<file path="src/rtl/uart_arb_pkg.sv">
`default_nettype none
// ============================================================================
//  Module   : uart_arb_pkg
//  Brief    : Shared types and constants for the UART transmit arbiter.
//  Revision : 1.0 - initial release
// ============================================================================
package uart_arb_pkg;

  // Width of one transmitted character
  localparam int BYTE_W = 8;

  // Arbiter message/byte sequencing states
  typedef enum logic [1:0] {
    IDLE    = 2'd0,
    SEND    = 2'd1,
    WAIT_LO = 2'd2,
    WAIT_HI = 2'd3
  } arb_state_e;

  // Bits needed for a counter that must be able to hold max_count itself
  function automatic int cnt_width(input int max_count);
    return (max_count < 2) ? 1 : $clog2(max_count + 1);
  endfunction

endpackage
`default_nettype wire

</file>
<file path="src/rtl/uart_tx_arbiter_rr_pick.sv">
`default_nettype none
// ============================================================================
//  Module   : rr_pick
//  Brief    : Combinational round-robin selector. Returns the first asserted
//             valid bit at or above the pointer, wrapping at NUM_REQ.
//  Revision : 1.0 - initial release
// ============================================================================
module rr_pick #(
  parameter int NUM_REQ = 4,
  parameter int IDX_W   = $clog2(NUM_REQ)
) (
  input  logic [NUM_REQ-1:0] valid_i,
  input  logic [IDX_W-1:0]   ptr_i,
  output logic               any_o,
  output logic [NUM_REQ-1:0] onehot_o,
  output logic [IDX_W-1:0]   idx_o
);

  localparam logic [IDX_W:0]     N_W = (IDX_W + 1)'(NUM_REQ);
  localparam logic [NUM_REQ-1:0] ONE = NUM_REQ'(1);

  // One spare bit so ptr + offset can exceed NUM_REQ before being wrapped
  logic [IDX_W:0] cand;

  // Scan NUM_REQ candidates starting at the pointer; the first hit wins
  always_comb begin
    any_o = 1'b0;
    idx_o = '0;
    cand  = '0;
    for (int k = 0; k < NUM_REQ; k++) begin
      cand = {1'b0, ptr_i} + (IDX_W + 1)'(k);
      if (cand >= N_W) begin
        cand = cand - N_W;
      end
      if (!any_o && valid_i[cand[IDX_W-1:0]]) begin
        any_o = 1'b1;
        idx_o = cand[IDX_W-1:0];
      end
    end
    onehot_o = any_o ? (ONE << idx_o) : '0;
  end

endmodule
`default_nettype wire

</file>
<file path="src/rtl/uart_tx_arbiter.sv">
`default_nettype none
// ============================================================================
//  Module   : uart_tx_arbiter
//  Brief    : Round-robin sharing of one UART byte transmitter between
//             NUM_REQ valid/ready/last byte streams. A grant is held for a
//             whole message and the transmitter is paced on its rts output.
//  Revision : 1.0 - initial release
// ============================================================================
module uart_tx_arbiter #(
  parameter int NUM_REQ     = 4,
  parameter int ACK_TIMEOUT = 4
) (
  input  logic                 clk_i,
  input  logic                 arst_n_i,
  input  logic [NUM_REQ-1:0]   req_valid_i,
  input  logic [NUM_REQ*8-1:0] req_data_i,
  input  logic [NUM_REQ-1:0]   req_last_i,
  output logic [NUM_REQ-1:0]   req_ready_o,
  output logic [7:0]           tx_data_o,
  output logic                 tx_ena_o,
  input  logic                 tx_rts_i,
  output logic [NUM_REQ-1:0]   grant_o,
  output logic                 busy_o,
  output logic                 ack_err_o
);

  import uart_arb_pkg::*;

  localparam int               IDX_W    = $clog2(NUM_REQ);
  localparam int               CNT_W    = cnt_width(ACK_TIMEOUT);
  localparam logic [CNT_W-1:0] CNT_MAX  = CNT_W'(ACK_TIMEOUT);
  localparam logic [IDX_W-1:0] LAST_IDX = IDX_W'(NUM_REQ - 1);

  arb_state_e         state_q,  state_d;
  logic [IDX_W-1:0]   rr_ptr_q, rr_ptr_d;
  logic [IDX_W-1:0]   gidx_q,   gidx_d;
  logic [NUM_REQ-1:0] grant_q,  grant_d;
  logic               busy_q,   busy_d;
  logic               last_q,   last_d;
  logic               ena_q,    ena_d;
  logic               err_q,    err_d;
  logic [BYTE_W-1:0]  data_q,   data_d;
  logic [CNT_W-1:0]   cnt_q,    cnt_d;

  logic               pick_any;
  logic [NUM_REQ-1:0] pick_onehot;
  logic [IDX_W-1:0]   pick_idx;
  logic [BYTE_W-1:0]  sel_data;
  logic               sel_valid;
  logic               sel_last;
  logic               send_fire;
  logic [CNT_W-1:0]   cnt_inc;

  rr_pick #(
    .NUM_REQ (NUM_REQ),
    .IDX_W   (IDX_W)
  ) u_rr_pick (
    .valid_i  (req_valid_i),
    .ptr_i    (rr_ptr_q),
    .any_o    (pick_any),
    .onehot_o (pick_onehot),
    .idx_o    (pick_idx)
  );

  // AND-OR mux of the granted requester's byte, valid and last flag
  always_comb begin
    sel_data  = '0;
    sel_valid = 1'b0;
    sel_last  = 1'b0;
    for (int i = 0; i < NUM_REQ; i++) begin
      if (grant_q[i]) begin
        sel_data  = sel_data | req_data_i[i*BYTE_W +: BYTE_W];
        sel_valid = sel_valid | req_valid_i[i];
        sel_last  = sel_last | req_last_i[i];
      end
    end
  end

  // Only the owner sees ready, and only while the transmitter can take a byte
  assign req_ready_o = (state_q == SEND) ? (grant_q & {NUM_REQ{tx_rts_i}}) : '0;
  assign send_fire   = (state_q == SEND) && sel_valid && tx_rts_i;
  assign cnt_inc     = cnt_q + CNT_W'(1);

  // Next-state logic for message sequencing, byte launch and ack supervision
  always_comb begin
    state_d  = state_q;
    rr_ptr_d = rr_ptr_q;
    gidx_d   = gidx_q;
    grant_d  = grant_q;
    busy_d   = busy_q;
    last_d   = last_q;
    ena_d    = 1'b0;
    err_d    = err_q;
    data_d   = data_q;
    cnt_d    = cnt_q;
    case (state_q)
      IDLE: begin
        if (pick_any) begin
          grant_d = pick_onehot;
          gidx_d  = pick_idx;
          busy_d  = 1'b1;
          state_d = SEND;
        end
      end
      SEND: begin
        // data only moves here, when rts says the transmitter is idle
        if (send_fire) begin
          data_d  = sel_data;
          ena_d   = 1'b1;
          last_d  = sel_last;
          cnt_d   = '0;
          state_d = WAIT_LO;
        end
      end
      WAIT_LO: begin
        if (!tx_rts_i) begin
          state_d = WAIT_HI;
        end else begin
          cnt_d = cnt_inc;
          // give up waiting for the ack but still follow rts afterwards
          if (cnt_inc == CNT_MAX) begin
            err_d   = 1'b1;
            state_d = WAIT_HI;
          end
        end
      end
      WAIT_HI: begin
        if (tx_rts_i) begin
          if (!last_q) begin
            state_d = SEND;
          end else begin
            grant_d  = '0;
            busy_d   = 1'b0;
            rr_ptr_d = (gidx_q == LAST_IDX) ? '0 : gidx_q + IDX_W'(1);
            state_d  = IDLE;
          end
        end
      end
      default: state_d = IDLE;
    endcase
  end

  // State and registered outputs; the async reset abandons any partial message
  always_ff @(posedge clk_i or negedge arst_n_i) begin
    if (!arst_n_i) begin
      state_q  <= IDLE;
      rr_ptr_q <= '0;
      gidx_q   <= '0;
      grant_q  <= '0;
      busy_q   <= 1'b0;
      last_q   <= 1'b0;
      ena_q    <= 1'b0;
      err_q    <= 1'b0;
      data_q   <= '0;
      cnt_q    <= '0;
    end else begin
      state_q  <= state_d;
      rr_ptr_q <= rr_ptr_d;
      gidx_q   <= gidx_d;
      grant_q  <= grant_d;
      busy_q   <= busy_d;
      last_q   <= last_d;
      ena_q    <= ena_d;
      err_q    <= err_d;
      data_q   <= data_d;
      cnt_q    <= cnt_d;
    end
  end

  assign tx_data_o = data_q;
  assign tx_ena_o  = ena_q;
  assign grant_o   = grant_q;
  assign busy_o    = busy_q;
  assign ack_err_o = err_q;

endmodule
`default_nettype wire

</file>
<file path="config.mk">
export PLATFORM = sky130hd
export DESIGN_NAME = uart_tx_arbiter
export DESIGN_NICKNAME = d
export VERILOG_FILES = /design/src/rtl/uart_arb_pkg.sv /design/src/rtl/uart_tx_arbiter_rr_pick.sv /design/src/rtl/uart_tx_arbiter.sv
export SDC_FILE = /design/constraint.sdc
export NUM_CORES = 1
export LEC_CHECK = 0
export CORE_MARGIN = 10
export CORE_UTILIZATION = 46
export CTS_CLUSTER_DIAMETER = 30
export DETAILED_ROUTE_END_ITERATION = 10
export HOLD_SLACK_MARGIN = 0.08
export PLACE_DENSITY = 0.89
export SYNTH_ARGS = -nofsm -noshare
export SYNTH_HDL_FRONTEND = slang
export SYNTH_HIERARCHICAL = 1
export SYNTH_SLANG_ARGS = --single-unit
</file>
<file path="constraint.sdc">
create_clock -name clk_i -period 2.52 [get_ports clk_i]
set_clock_uncertainty 0.1 [all_clocks]
set_input_delay 0.63 -clock clk_i [delete_from_list [all_inputs] [get_ports clk_i]]
set_output_delay 0.63 -clock clk_i [all_outputs]
set_load 0.02 [all_outputs]
</file>
# Word level (Yosys, flattened, before mapping)
# Index checks and enable logic that the tools add are counted.
# classes
n_lt_le_gt_ge,8
n_shift,1
n_reduce_logical,18
n_eq_ne,11
n_addsub,9
n_bitwise,10
muxes,54
# op_table
operator,n
8-bit two-way mux,4
2-bit two-way mux,14
8-bit bitwise OR,3
1-bit two-way mux,22
4-bit two-way mux,4
2-bit by 3-bit < comparator with 1-bit output (second input constant),4
2-bit != test (second input constant),5
3-bit greater-or-equal comparator (second input constant),3
3-bit AND reduction,3
1-bit binary-select mux with 2-bit select,4
2-bit case mux with 4 select lines,1
4-bit case mux with 2 select lines,1
4-bit AND reduction,2
2-bit by 1-bit subtractor with 2-bit output (second input constant),4
2-bit by 2-bit adder with 3-bit output (second input constant),2
2-bit == test (second input constant),3
3-bit two-way mux,2
1-bit bitwise OR,6
3-bit case mux with 2 select lines,1
1-bit logical AND,5
4-bit AND,1
2-bit AND reduction,2
2-bit nonzero test,2
1-bit by 2-bit left shift with 4-bit output (first input constant),1
10 further kinds,12
# word_totals
regBits,25
input_bits,43
elab_cells,121
output_inout_bits,19

# Longest topological paths before layout
# Gate-level depths: netlist of run 1.
# logic_depth
ltp_word,17
mapped_depth,7
depth_no_buf,6

# By module
# Netlist of run 1, hierarchy kept.
# modules_own_cells
module,seq_area_each_um2,area_each_um2,instances,cells_each
uart_tx_arbiter,625.6,1315.0,1,122
rr_pick,0.0,182.7,1,32

# Least setup slack after synthesis of run 1
# OpenSTA, ideal clock, no wires.
# synth_path
path_kind,input to register
startpoint,input req_valid_i[1]
endpoint,register state_q[1]
required_time_ns,2.295
path_buffers,1
setup_time_ns,0.125
path_stages,6
slack_ns,0.713
arrival_ns,1.582
cell_sequence,buf_2 -> nor2_1 -> nand2_1 -> a2bb2oi_1 -> o211a_1 -> mux2_4
# synth_between
elab_chain_len,14
elab_cells_between_ends,29
cone_classes,eq/ne: 2; mux: 15; bitwise: 3; reduce/logical: 9
# synth_lines
element,line_no,source
start: declaration,uart_tx_arbiter.sv:15,"input logic [NUM_REQ-1:0] req_valid_i,"
1-bit binary-select mux with 2-bit select,uart_tx_arbiter_rr_pick.sv:35,if (!any_o && valid_i[cand[IDX_W-1:0]]) begin
1-bit two-way mux (implied by the code),uart_tx_arbiter_rr_pick.sv:35,
1-bit two-way mux,uart_tx_arbiter_rr_pick.sv:35,
1-bit zero test,uart_tx_arbiter_rr_pick.sv:35,
1-bit logical AND,uart_tx_arbiter_rr_pick.sv:35,
1-bit two-way mux,uart_tx_arbiter_rr_pick.sv:35,
1-bit zero test,uart_tx_arbiter_rr_pick.sv:35,
1-bit logical AND,uart_tx_arbiter_rr_pick.sv:35,
1-bit two-way mux,uart_tx_arbiter_rr_pick.sv:35,
1-bit zero test,uart_tx_arbiter_rr_pick.sv:35,
1-bit logical AND,uart_tx_arbiter_rr_pick.sv:35,
1-bit two-way mux (*),uart_tx_arbiter_rr_pick.sv:35,
net pick_any,uart_tx_arbiter.sv:45,logic pick_any;
2-bit != test (no line) (*),--,
4-bit AND reduction (no line) (*),--,
end signal: assignment,uart_tx_arbiter.sv:157,state_q <= state_d;
end: declaration,uart_tx_arbiter.sv:34,"arb_state_e state_q, state_d;"
# The timed path passes the listed nets; every way through them passes the cells marked *. The select of a mux whose other input is x is not followed.
# A chain may end at the register's enable or synchronous reset.

# Worst setup path after layout of run 1
# layout_path
startpoint,input tx_rts_i
endpoint,output req_ready_o[2]
# layout_between
elab_chain_len,2
# layout_lines
element,line_no,source
start: declaration,uart_tx_arbiter.sv:21,"input logic tx_rts_i,"
4-bit AND,uart_tx_arbiter.sv:80,assign req_ready_o = (state_q == SEND) ? (grant_q & {NUM_REQ{tx_rts_i}}) : '0;
4-bit two-way mux,uart_tx_arbiter.sv:80,
end: declaration,uart_tx_arbiter.sv:18,"output logic [NUM_REQ-1:0] req_ready_o,"
# Every way passes these cells.

==> impl_metrics.py, run 1 <==
metrics = {
    "outcome": {
        "status": "finished clean",
    },
    "clock_network": {
        "postCtsSetupRepairBufs": 0,
        "htreeDepth": 1,
        "cts_sinks": 25,
        "cts-root-buf": "clkbuf_4",
        "clk_latency_ps": 330,
        "clkTransAtPathRegs_ps": 140,
        "cts_buffers": 3,
        "cts_tree": "built",
        "clockBufferDepth": 2,
    },
    "floorplanning": {
        "core_mm2": 0.00308,
        "die_h_um": 77.1,
        "fp.dieArea_mm2": 0.00594,
        "pin_count": 62,
        "die_w_um": 77.1,
        "initial_core_util_pct": 48.7,
        "row_count": 20,
    },
    "logic_synthesis": {
        "synth_most_common_cell": "dfrtp_1",
        "yosysUniqueCellTypes": 40,
        "synth_top_area_share_pct": 41.8,
        "ys.flop_type": "dfrtp_1",
        "synth_edf_count": 0,
        "synthTopCellsByCount": "dfrtp_1, a22oi_1, nor2_1",
        "synth-seq-cells": 25,
        "seq_area_frac_synth_pct": 41.8,
        "synth_nets": 204,
        "syn-instance-count": 154,
        "yosys_warnings": 6,
        "syn_area_per_cell_um2": 9.73,
        "synth-async-reset-ratio_pct": 100,
        "syn_area_mm2": 0.00150,
        "yosys-top-cells-area": "dfrtp_1, a22oi_1, ha_1, a31oi_1, nor2_1",
        "yosysTopAreaCell": "dfrtp_1",
    },
    "timing": {
        "setup_viol": 0,
        "min_period_ps": 2420,
        "slew_headroom_pct": 75.7,
        "timing.fmax_ghz": 0.413,
        "finalWorstSetupSlack_ps": 96.9,
        "fin_crit_sh_pct": 96.2,
        "worst_pin_slew_ps": 364,
        "hold_viol": 0,
        "rsz0062_at_grt": "false",
        "final_max_slew_viol_count": 0,
    },
    "finish": {
        "diodes": 0,
        "final_core_util_pct": 72.2,
        "area_delta_synth_final_pct": 48.5,
        "finish.instance_area_mm2": 0.00222,
        "drive_gt1_share_pct": 11.8,
        "final_nets": 272,
        "layoutNonFillerInstCount": 265,
    },
    "detailed_routing": {
        "routedWlPerCell_um": 17.5,
        "drt_iter0_drc": 106,
        "drtPass1Iterations": 4,
        "drc": 0,
        "via_per_inst": 5.59,
        "routed_wl_um": 4650,
        "vias": 1481,
        "ant_nets": 0,
    },
    "worst_setup_path": {
        "arrival_ps": 1690,
        "criticalPathCategory": "in2out",
        "worstPathRequired_ps": 1790,
        "crit_path_start_kind": "input pin",
        "timing.critical_path.to_type": "output port",
        "rrSetupSlack_ps": 690,
        "cp_max_fo": 5,
    },
    "global_routing": {
        "grt_pass1_wl_um": 7640,
        "globalRouteMet3Util_pct": 3.03,
        "grt_start_max_net_pins": 26,
        "grt_pass1_vias": 1495,
        "met2_usage_pct": 27.8,
        "grt_overflow": 0,
        "top_usage_layer": "met2",
        "grt_use_met1_pct": 18.9,
        "grt_usage_pct": 15.5,
        "antenna_found_initial": 0,
    },
    "placement": {
        "place_area_mm2": 0.00220,
        "dp_hpwl_um": 3810,
        "place.port_buffers": 61,
        "post-place-ws_ps": -170,
        "gp_congestion": 0.830,
        "dp_cells": 261,
    },
    "power": {
        "p_leak_nw": 0.998,
        "total_power_mw": 0.695,
        "ir_worst_vdd_v": 0.000175,
        "p_per_area_mw_per_mm2": 313,
    },
    "min_path": {
        "min_path_type": "reg2reg",
    },
    "flow_run": {
        "drv_cap": 0,
    },
}
-- cell type report --
type	instances	area [µm²]
Clock buffer	3	22.5
Clock inverter	1	7.51
Fill cell	237	855
Inverter	9	33.8
Multi-Input combinational cell	112	798
Sequential cell	25	626
Tap cell	44	55.1
Timing Repair Buffer	71	681
-- where the power goes --
| group | internal, mW | switching (mW) | leakage [nW] | total [mW] |
|---|---|---|---|---|
| clock network | 0.0607 | 0.128 | 0.0139 | 0.189 |
| logic | 0.0692 | 0.0359 | 0.640 | 0.105 |
| registers | 0.401 | 0 | 0.344 | 0.401 |
| total | 0.531 | 0.164 | 0.998 | 0.695 |
-- logic make-up after synthesis --
kind of cell	after synthesis	synth area share (%)
fa+ha+maj	7	5.85
buf+inv	17	5.10
mux	5	3.93
simple gates	39	12.3
xor+xnor	1	0.585
compound gates	60	30.5
flops	25	41.8
-- per-stage QoR --
stage	TNS (ps)	hold WS, ps
global placement	-560	361
finish	0	392
CTS	0	396
floorplan	0	234
detailed placement	-652	363
global route	0	416
-- cells in the final DEF, fill, tap and decap left out, types with 2 or more instances in the layout --
master	n
nand2b_1	2
nor2b_1	2
a21o_1	3
nor3_1	3
dfrtp_1	25
a211oi_2	2
nor2_1	16
o21ai_0	3
dlygate4sd2_1	4
a21oi_1	4
mux2_2	3
a22oi_2	2
nand2_1	8
inv_1	8
o21ai_1	2
and3_1	5
ha_1	6
clkbuf_4	3
a22o_1	4
a22oi_1	18
a31oi_1	10
buf_4	10
clkdlybuf4s50_1	57
o211a_1	2
-- timing repair --
action,CTS,global route
resized for setup,5,0
setup endpoints to repair,4,0
hold buffers,0,0
-- routing by layer --
layer	up-vias	part of all wire (%)	wire length, µm
met1	725	43	2000
met4	0	0.60	28
met5	-	0	0
met2	39	52	2400
met3	4	4.6	212
li1	713	-	-
-- worst paths after layout --
kind,from,end,cells after the start
min,ack_err_o$_DFFE_PN0P_,ack_err_o$_DFFE_PN0P_,1
max,tx_rts_i,req_ready_o[2],3
max reg2reg,state_q[0]$_DFFE_PN0P_,state_q[1]$_DFFE_PN0P_,6
min reg2reg,ack_err_o$_DFFE_PN0P_,ack_err_o$_DFFE_PN0P_,1
min in group asynchronous,arst_n_i,tx_data_o[0]$_DFFE_PN0P_,2
max in group asynchronous,arst_n_i,tx_data_o[5]$_DFFE_PN0P_,2
-- worst max-delay path, cell delays in order --
cell and delay, ps:
clkdlybuf4s50_1 560, and3_1 170, dlygate4sd2_1 330
-- flip-flops by register name, indices dropped and copies added (netlist names) --
register,cells
ack_err_o,1
busy_o,1
cnt_q,3
gidx_q,2
grant_o,4
last_q,1
rr_ptr_q,2
state_q,2
tx_data_o,8
tx_ena_o,1
Power figures use the tool's default switching activity.
==> run 2, diff against run 1 <==
--- a/config.mk
+++ b/config.mk
@@ -11,6 +11,7 @@
 export DETAILED_ROUTE_END_ITERATION = 10
 export HOLD_SLACK_MARGIN = 0.08
 export PLACE_DENSITY = 0.89
+export SLEW_MARGIN = 20
 export SYNTH_ARGS = -nofsm -noshare
 export SYNTH_HDL_FRONTEND = slang
 export SYNTH_HIERARCHICAL = 1
==> results of run 2 <==
The final DEF is identical to that of run 1; final timing and power are the same.
==> run 3, diff against run 2 <==
--- a/config.mk
+++ b/config.mk
@@ -7,9 +7,8 @@
 export LEC_CHECK = 0
 export CORE_MARGIN = 10
 export CORE_UTILIZATION = 46
-export CTS_CLUSTER_DIAMETER = 30
 export DETAILED_ROUTE_END_ITERATION = 10
-export HOLD_SLACK_MARGIN = 0.08
+export HOLD_SLACK_MARGIN = 0.02
 export PLACE_DENSITY = 0.89
 export SLEW_MARGIN = 20
 export SYNTH_ARGS = -nofsm -noshare
==> results of run 3 <==
The final DEF is identical to that of run 1; final timing and power are the same.
